## src/rtl/mult_share_arbiter.sv

```systemverilog
// Round-robin arbiter sharing one 8x8 multiplier among NREQ requesters through a 2-stage pipeline.
// Define MSA_FIXED_PRIO_EN for fixed lowest-index-wins priority (removes the round-robin pointer).
module mult_share_arbiter #(
  parameter int unsigned NREQ = 4,
  parameter int unsigned IDW  = 2
) (
  input  logic              clk,
  input  logic              rst_n,
  input  logic [NREQ-1:0]   req_valid,
  output logic [NREQ-1:0]   req_ready,
  input  logic [8*NREQ-1:0] req_a,
  input  logic [8*NREQ-1:0] req_b,
  output logic              resp_valid,
  input  logic              resp_ready,
  output logic [15:0]       resp_prod,
  output logic [IDW-1:0]    resp_id,
  output logic              busy
);

  localparam logic [IDW:0] NReqW = (IDW+1)'(NREQ);

  logic           s1_vld;
  logic [7:0]     s1_a;
  logic [7:0]     s1_b;
  logic [IDW-1:0] s1_id;

  logic           out_free;
  logic           s1_adv;
  logic           s1_open;
  logic [IDW-1:0] start;
  logic [IDW-1:0] gnt;
  logic           gnt_vld;
  logic           accept;
  logic [IDW:0]   idx;
  logic [15:0]    prod;

`ifdef MSA_FIXED_PRIO_EN
  assign start = '0;
`else
  logic [IDW-1:0] ptr;
  assign start = ptr;
`endif

  assign out_free = !resp_valid || resp_ready;
  assign s1_adv   = s1_vld && out_free;
  assign s1_open  = !s1_vld || s1_adv;
  assign busy     = s1_vld || resp_valid;

  // Search start, start+1, ... wrapping at NREQ; first pending requester wins.
  always_comb begin
    gnt_vld = 1'b0;
    gnt     = '0;
    idx     = '0;
    for (int unsigned k = 0; k < NREQ; k++) begin
      idx = {1'b0, start} + (IDW+1)'(k);
      if (idx >= NReqW) begin
        idx = idx - NReqW;
      end
      if (!gnt_vld && req_valid[idx[IDW-1:0]]) begin
        gnt_vld = 1'b1;
        gnt     = idx[IDW-1:0];
      end
    end
  end

  assign accept = rst_n && s1_open && gnt_vld;

  always_comb begin
    req_ready = '0;
    if (accept) begin
      req_ready[gnt] = 1'b1;
    end
  end

  // Stand-in for the shared combinational multiplier; only prod[15:0] is consumed.
  assign prod = 16'(s1_a) * 16'(s1_b);

  always_ff @(posedge clk) begin
    if (!rst_n) begin
      s1_vld     <= 1'b0;
      s1_a       <= '0;
      s1_b       <= '0;
      s1_id      <= '0;
      resp_valid <= 1'b0;
      resp_prod  <= '0;
      resp_id    <= '0;
    end else begin
      if (accept) begin
        s1_a   <= req_a[gnt*8 +: 8];
        s1_b   <= req_b[gnt*8 +: 8];
        s1_id  <= gnt;
        s1_vld <= 1'b1;
      end else if (s1_adv) begin
        s1_vld <= 1'b0;
      end

      if (s1_adv) begin
        resp_prod  <= prod;
        resp_id    <= s1_id;
        resp_valid <= 1'b1;
      end else if (resp_valid && resp_ready) begin
        resp_valid <= 1'b0;
      end
    end
  end

`ifndef MSA_FIXED_PRIO_EN
  always_ff @(posedge clk) begin
    if (!rst_n) begin
      ptr <= '0;
    end else if (accept) begin
      ptr <= (gnt == IDW'(NREQ - 1)) ? '0 : gnt + 1'b1;
    end
  end
`endif

endmodule

```

## config.mk

```make
export PLATFORM = sky130hd
export DESIGN_NAME = mult_share_arbiter
export DESIGN_NICKNAME = d
export VERILOG_FILES = /design/src/rtl/mult_share_arbiter.sv
export SDC_FILE = /design/constraint.sdc
export NUM_CORES = 1
export LEC_CHECK = 0
export CORE_MARGIN = 4
export CORE_UTILIZATION = 45
export CTS_CLUSTER_DIAMETER = 100
export DETAILED_ROUTE_END_ITERATION = 16
export PLACE_DENSITY_LB_ADDON = 0.2
export SLEW_MARGIN = 20
export SYNTH_ARGS = -nofsm -noshare
export SYNTH_HDL_FRONTEND = slang
export SYNTH_SLANG_ARGS = --single-unit
```

## constraint.sdc

```tcl
create_clock -name clk -period 5.5 [get_ports clk]
set_clock_uncertainty 0.05 [all_clocks]
set_input_delay 1.1 -clock clk [delete_from_list [all_inputs] [get_ports clk]]
set_output_delay 1.1 -clock clk [all_outputs]
set_load 0.1 [all_outputs]
```

==> key figures <==
Layout
  – Final non-filler cell total: 661
  – Area growth, synth to finish: 27.4%
  – Fin nets: 700
  – Layout cells sized above 1: 0.0506
  – Final instance area: around 5200 sq um
  – N_diodes: 0

Setup path
  – Critical path's most frequent cell: fa_1
  – CP arrival: 4.65 ns
  – CP top delay family: adder cells
  – Crit Path Class: reg -> reg
  – Max incr delay on CP: about 0.55 ns
  – CP max-delay cell: fa_1
  – Critical Path RT: 5.69 ns
  – Critical Path, Cell by Cell: nand2_1 > fa_1 > fa_1 > inv_1 > fa_1 > inv_1 > fa_1 > inv_1 > ha_1 > o21a_1 > o31a_1 > o21ai_0 > a2111oi_0 > a311o_1
  – Critical path buffer and inverter count: 3
  – Nature of the critical path startpoint: register
  – CP max FO: 9
  – Worst setup EP type: register

Power and ir drop
  – Combinational Power Share: 0.571
  – Leakage: 0.00237 uW
  – Seq pwr share: 0.290
  – Internal power: 731 uW
  – Clock network fraction of total power: 0.138
  – Peak supply drop: 0.136 mV
  – Net switching power: 652 uW
  – Power Dens Cells: 264 nW/um^2
  – Switching share of power: 0.471

STA
  – Pins Over Slew Limit: 0
  – # setup viols final: 0
  – Max frequency: 224 MHz
  – Worst slew pin tran: 0.991 ns
  – Tmin final: about 4.5 ns
  – Max-slew headroom: 0.337
  – Hold Slack: approximately 0.4 ns
  – TNS Setup: 0 ns
  – RSZ-0062 raised after global routing: false
  – Final Hold Fails: 0
  – Period utilisation layout: 0.811

Global routing
  – Vias in the first global route: ~3,700
  – Largest net degree at the start of global routing: 27
  – Grt total ovfl: 0
  – Initial antenna violation count: 0
  – GRT Util Overall: 0.188
  – First-pass GRT wire length: about 17,000 um

Place
  – Placed cells: 654
  – Dpl cell area: 5150 sq um
  – Count of input and output buffers: 94
  – Post-DP HPWL: 8170 um
  – Placer congestion estimate: 0.847

Yosys
  – Cells after Synth: 466
  – Synth Cell Area: approximately 4100 sq um
  – Synthesized flop and latch total: 40
  – Unique masters post-synth: 52
  – Async SR Flop Fraction: 0
  – Avg Inst Size Synth: 8.82 sq um
  – Post-Syn Nets: around 610
  – Ys flop type: dfxtp_1
  – Yosys warnings: 0
  – Register area share after synthesis: 0.195
  – Post-synth EDFFs: 0

Clock network
  – Post-CTS sizing: 0
  – H-tree depth: 2
  – Num CTS Buffers: 5
  – Skew-Pair Late Insertion Delay: about 0.29 ns
  – CTS Hold Bufs: 0
  – CTS tree: yes
  – Clk slew on worst S/H paths: 0.08 ns
  – CTS Buffer Depth: 2
  – Post-CTS Setup Bufs: 0
  – Root buf cell: clkbuf_8
  – Num Clock Sinks: 40

Route
  – WL met2: 5300 um
  – DRT antenna net count: 0
  – Drt pass-1 iters: 4
  – Drt drc: 0
  – WL final: 9990 um
  – Met3 routed WL: 300 um
  – Routed length on met1: 4260 um
  – Top Layer Used: met4
  – Wirelength per Cell: 15.1 um
  – Vias: between 3,000 and 4,000
  – Via density: 5.42
  – 1st-iter DRT viols: 123

Die
  – # rows: 34
  – Core box area: 8810 sq um
  – Num ports: 95
  – Die H: 104 um
  – Die area: 10,700 sq um
  – Die width: around 100 um
  – Initial Util: 0.467

Worst hold path
  – Hold Crit Class: reg -> reg

Status
  – Outcome: finished clean

Flow run
  – Max_cap viols: 0
[tightest hold or removal path: cells and delay by family, from the launching register on]
kind / cells / cell delay, ns
flip-flops: 1 / 0.31
AND/OR/NAND/NOR: 1 / 0.05
AO/OA/AOI/OAI: 1 / 0.05
[cell families after synthesis]
family	count (synthesis)	synth area share
xor gates and xnor gates	5	0.0107
muxes	29	0.0710
AOI/OAI and AO/OA	87	0.150
adders and majority gates	76	0.297
buffers and inverters	70	0.0700
DFF	40	0.195
and+or+nand+nor	159	0.206
[registers in the layout, summed over array words and instances, names as in the netlist]
name	flops
resp_id	2
s1_a	8
resp_prod	16
s1_b	8
resp_valid	1
s1_id	2
s1_vld	1
ptr	2
[power groups by stage]
stage               sequential, uW  clock [uW]  combinational (uW)
global route                   412         207                 884
finish                         401         191                 790
detailed placement             408           0                 797
global placement               407           0                 787
CTS                            401         196                 802
floorplan                      516           0                 462
[cells in the mapped netlist, types with 3 or more instances]
cell type	instances	area share
a211oi_1	6	0.011
a21bo_2	5	0.012
a21o_1	4	0.0073
a21oi_1	18	0.022
and2_1	54	0.082
and3_1	3	0.0046
clkbuf_1	10	0.0091
dfxtp_1	40	0.19
fa_1	36	0.18
ha_1	40	0.12
inv_1	53	0.048
mux2i_1	28	0.068
nand2_1	43	0.039
nand3_1	22	0.027
nor2_1	13	0.012
nor2b_1	6	0.0091
o211ai_1	7	0.013
o21ai_0	16	0.019
o221ai_1	11	0.023
xor2_1	4	0.0085
[final cells by class]
type	instances	area, sq um
clock buffers	5	68.8
repair buffers	96	996
clock inverters	2	12.5
fillers	799	3570
well taps	108	135
inverters	54	203
flip-flops and latches	40	801
multi-input cells	356	3020
[path summary, 6_finish.rpt]
check / end / from / slack [ns] / depth (start not counted)
hold / removal: resp_prod[3]$_SDFFE_PN0P_ / resp_prod[3]$_SDFFE_PN0P_ / 0.40 / 2
setup reg to reg: resp_prod[9]$_SDFFE_PN0P_ / s1_a[0]$_SDFFE_PN0P_ / 1.04 / 14
hold reg to reg: resp_prod[3]$_SDFFE_PN0P_ / resp_prod[3]$_SDFFE_PN0P_ / 0.40 / 2
setup / recovery: resp_prod[9]$_SDFFE_PN0P_ / s1_a[0]$_SDFFE_PN0P_ / 1.04 / 14
[layer usage]
metal	global-route usage	up-vias
li1	-	1770
met1	0.238	1746
met4	0.0484	0
met5	0	-
met3	0.0243	8
met2	0.339	56
[through the flow]
step | setup WS (ns) | utilization | power [uW]
floorplan | 0.884 | - | 978
global placement | 1.15 | 0.585 | 1190
detailed placement | 1.06 | 0.585 | 1200
CTS | 1.04 | 0.595 | 1400
global route | 0.805 | 0.595 | 1500
finish | 1.04 | 0.595 | 1380
[cells in the final DEF, fill, tap and decap left out, types with 4 or more instances in the layout]
| cell | synthesis | routed |
|---|---|---|
| clkdlybuf4s50_1 | 0 | 90 |
| and2_1 | 54 | 54 |
| inv_1 | 53 | 53 |
| nand2_1 | 43 | 43 |
| ha_1 | 40 | 40 |
| dfxtp_1 | 40 | 40 |
| fa_1 | 36 | 36 |
| mux2i_1 | 28 | 28 |
| nand3_1 | 22 | 22 |
| a21oi_1 | 18 | 18 |
| o21ai_0 | 16 | 16 |
| nor2_1 | 13 | 13 |
| o221ai_1 | 11 | 11 |
| o211ai_1 | 7 | 7 |
| a211oi_1 | 6 | 6 |
| nor2b_1 | 6 | 6 |
| a21bo_2 | 5 | 5 |
| clkbuf_8 | 0 | 5 |
| a21o_1 | 4 | 4 |
| xor2_1 | 4 | 4 |
| buf_12 | 0 | 4 |
Note: power is estimated with default switching activity, not from simulation.
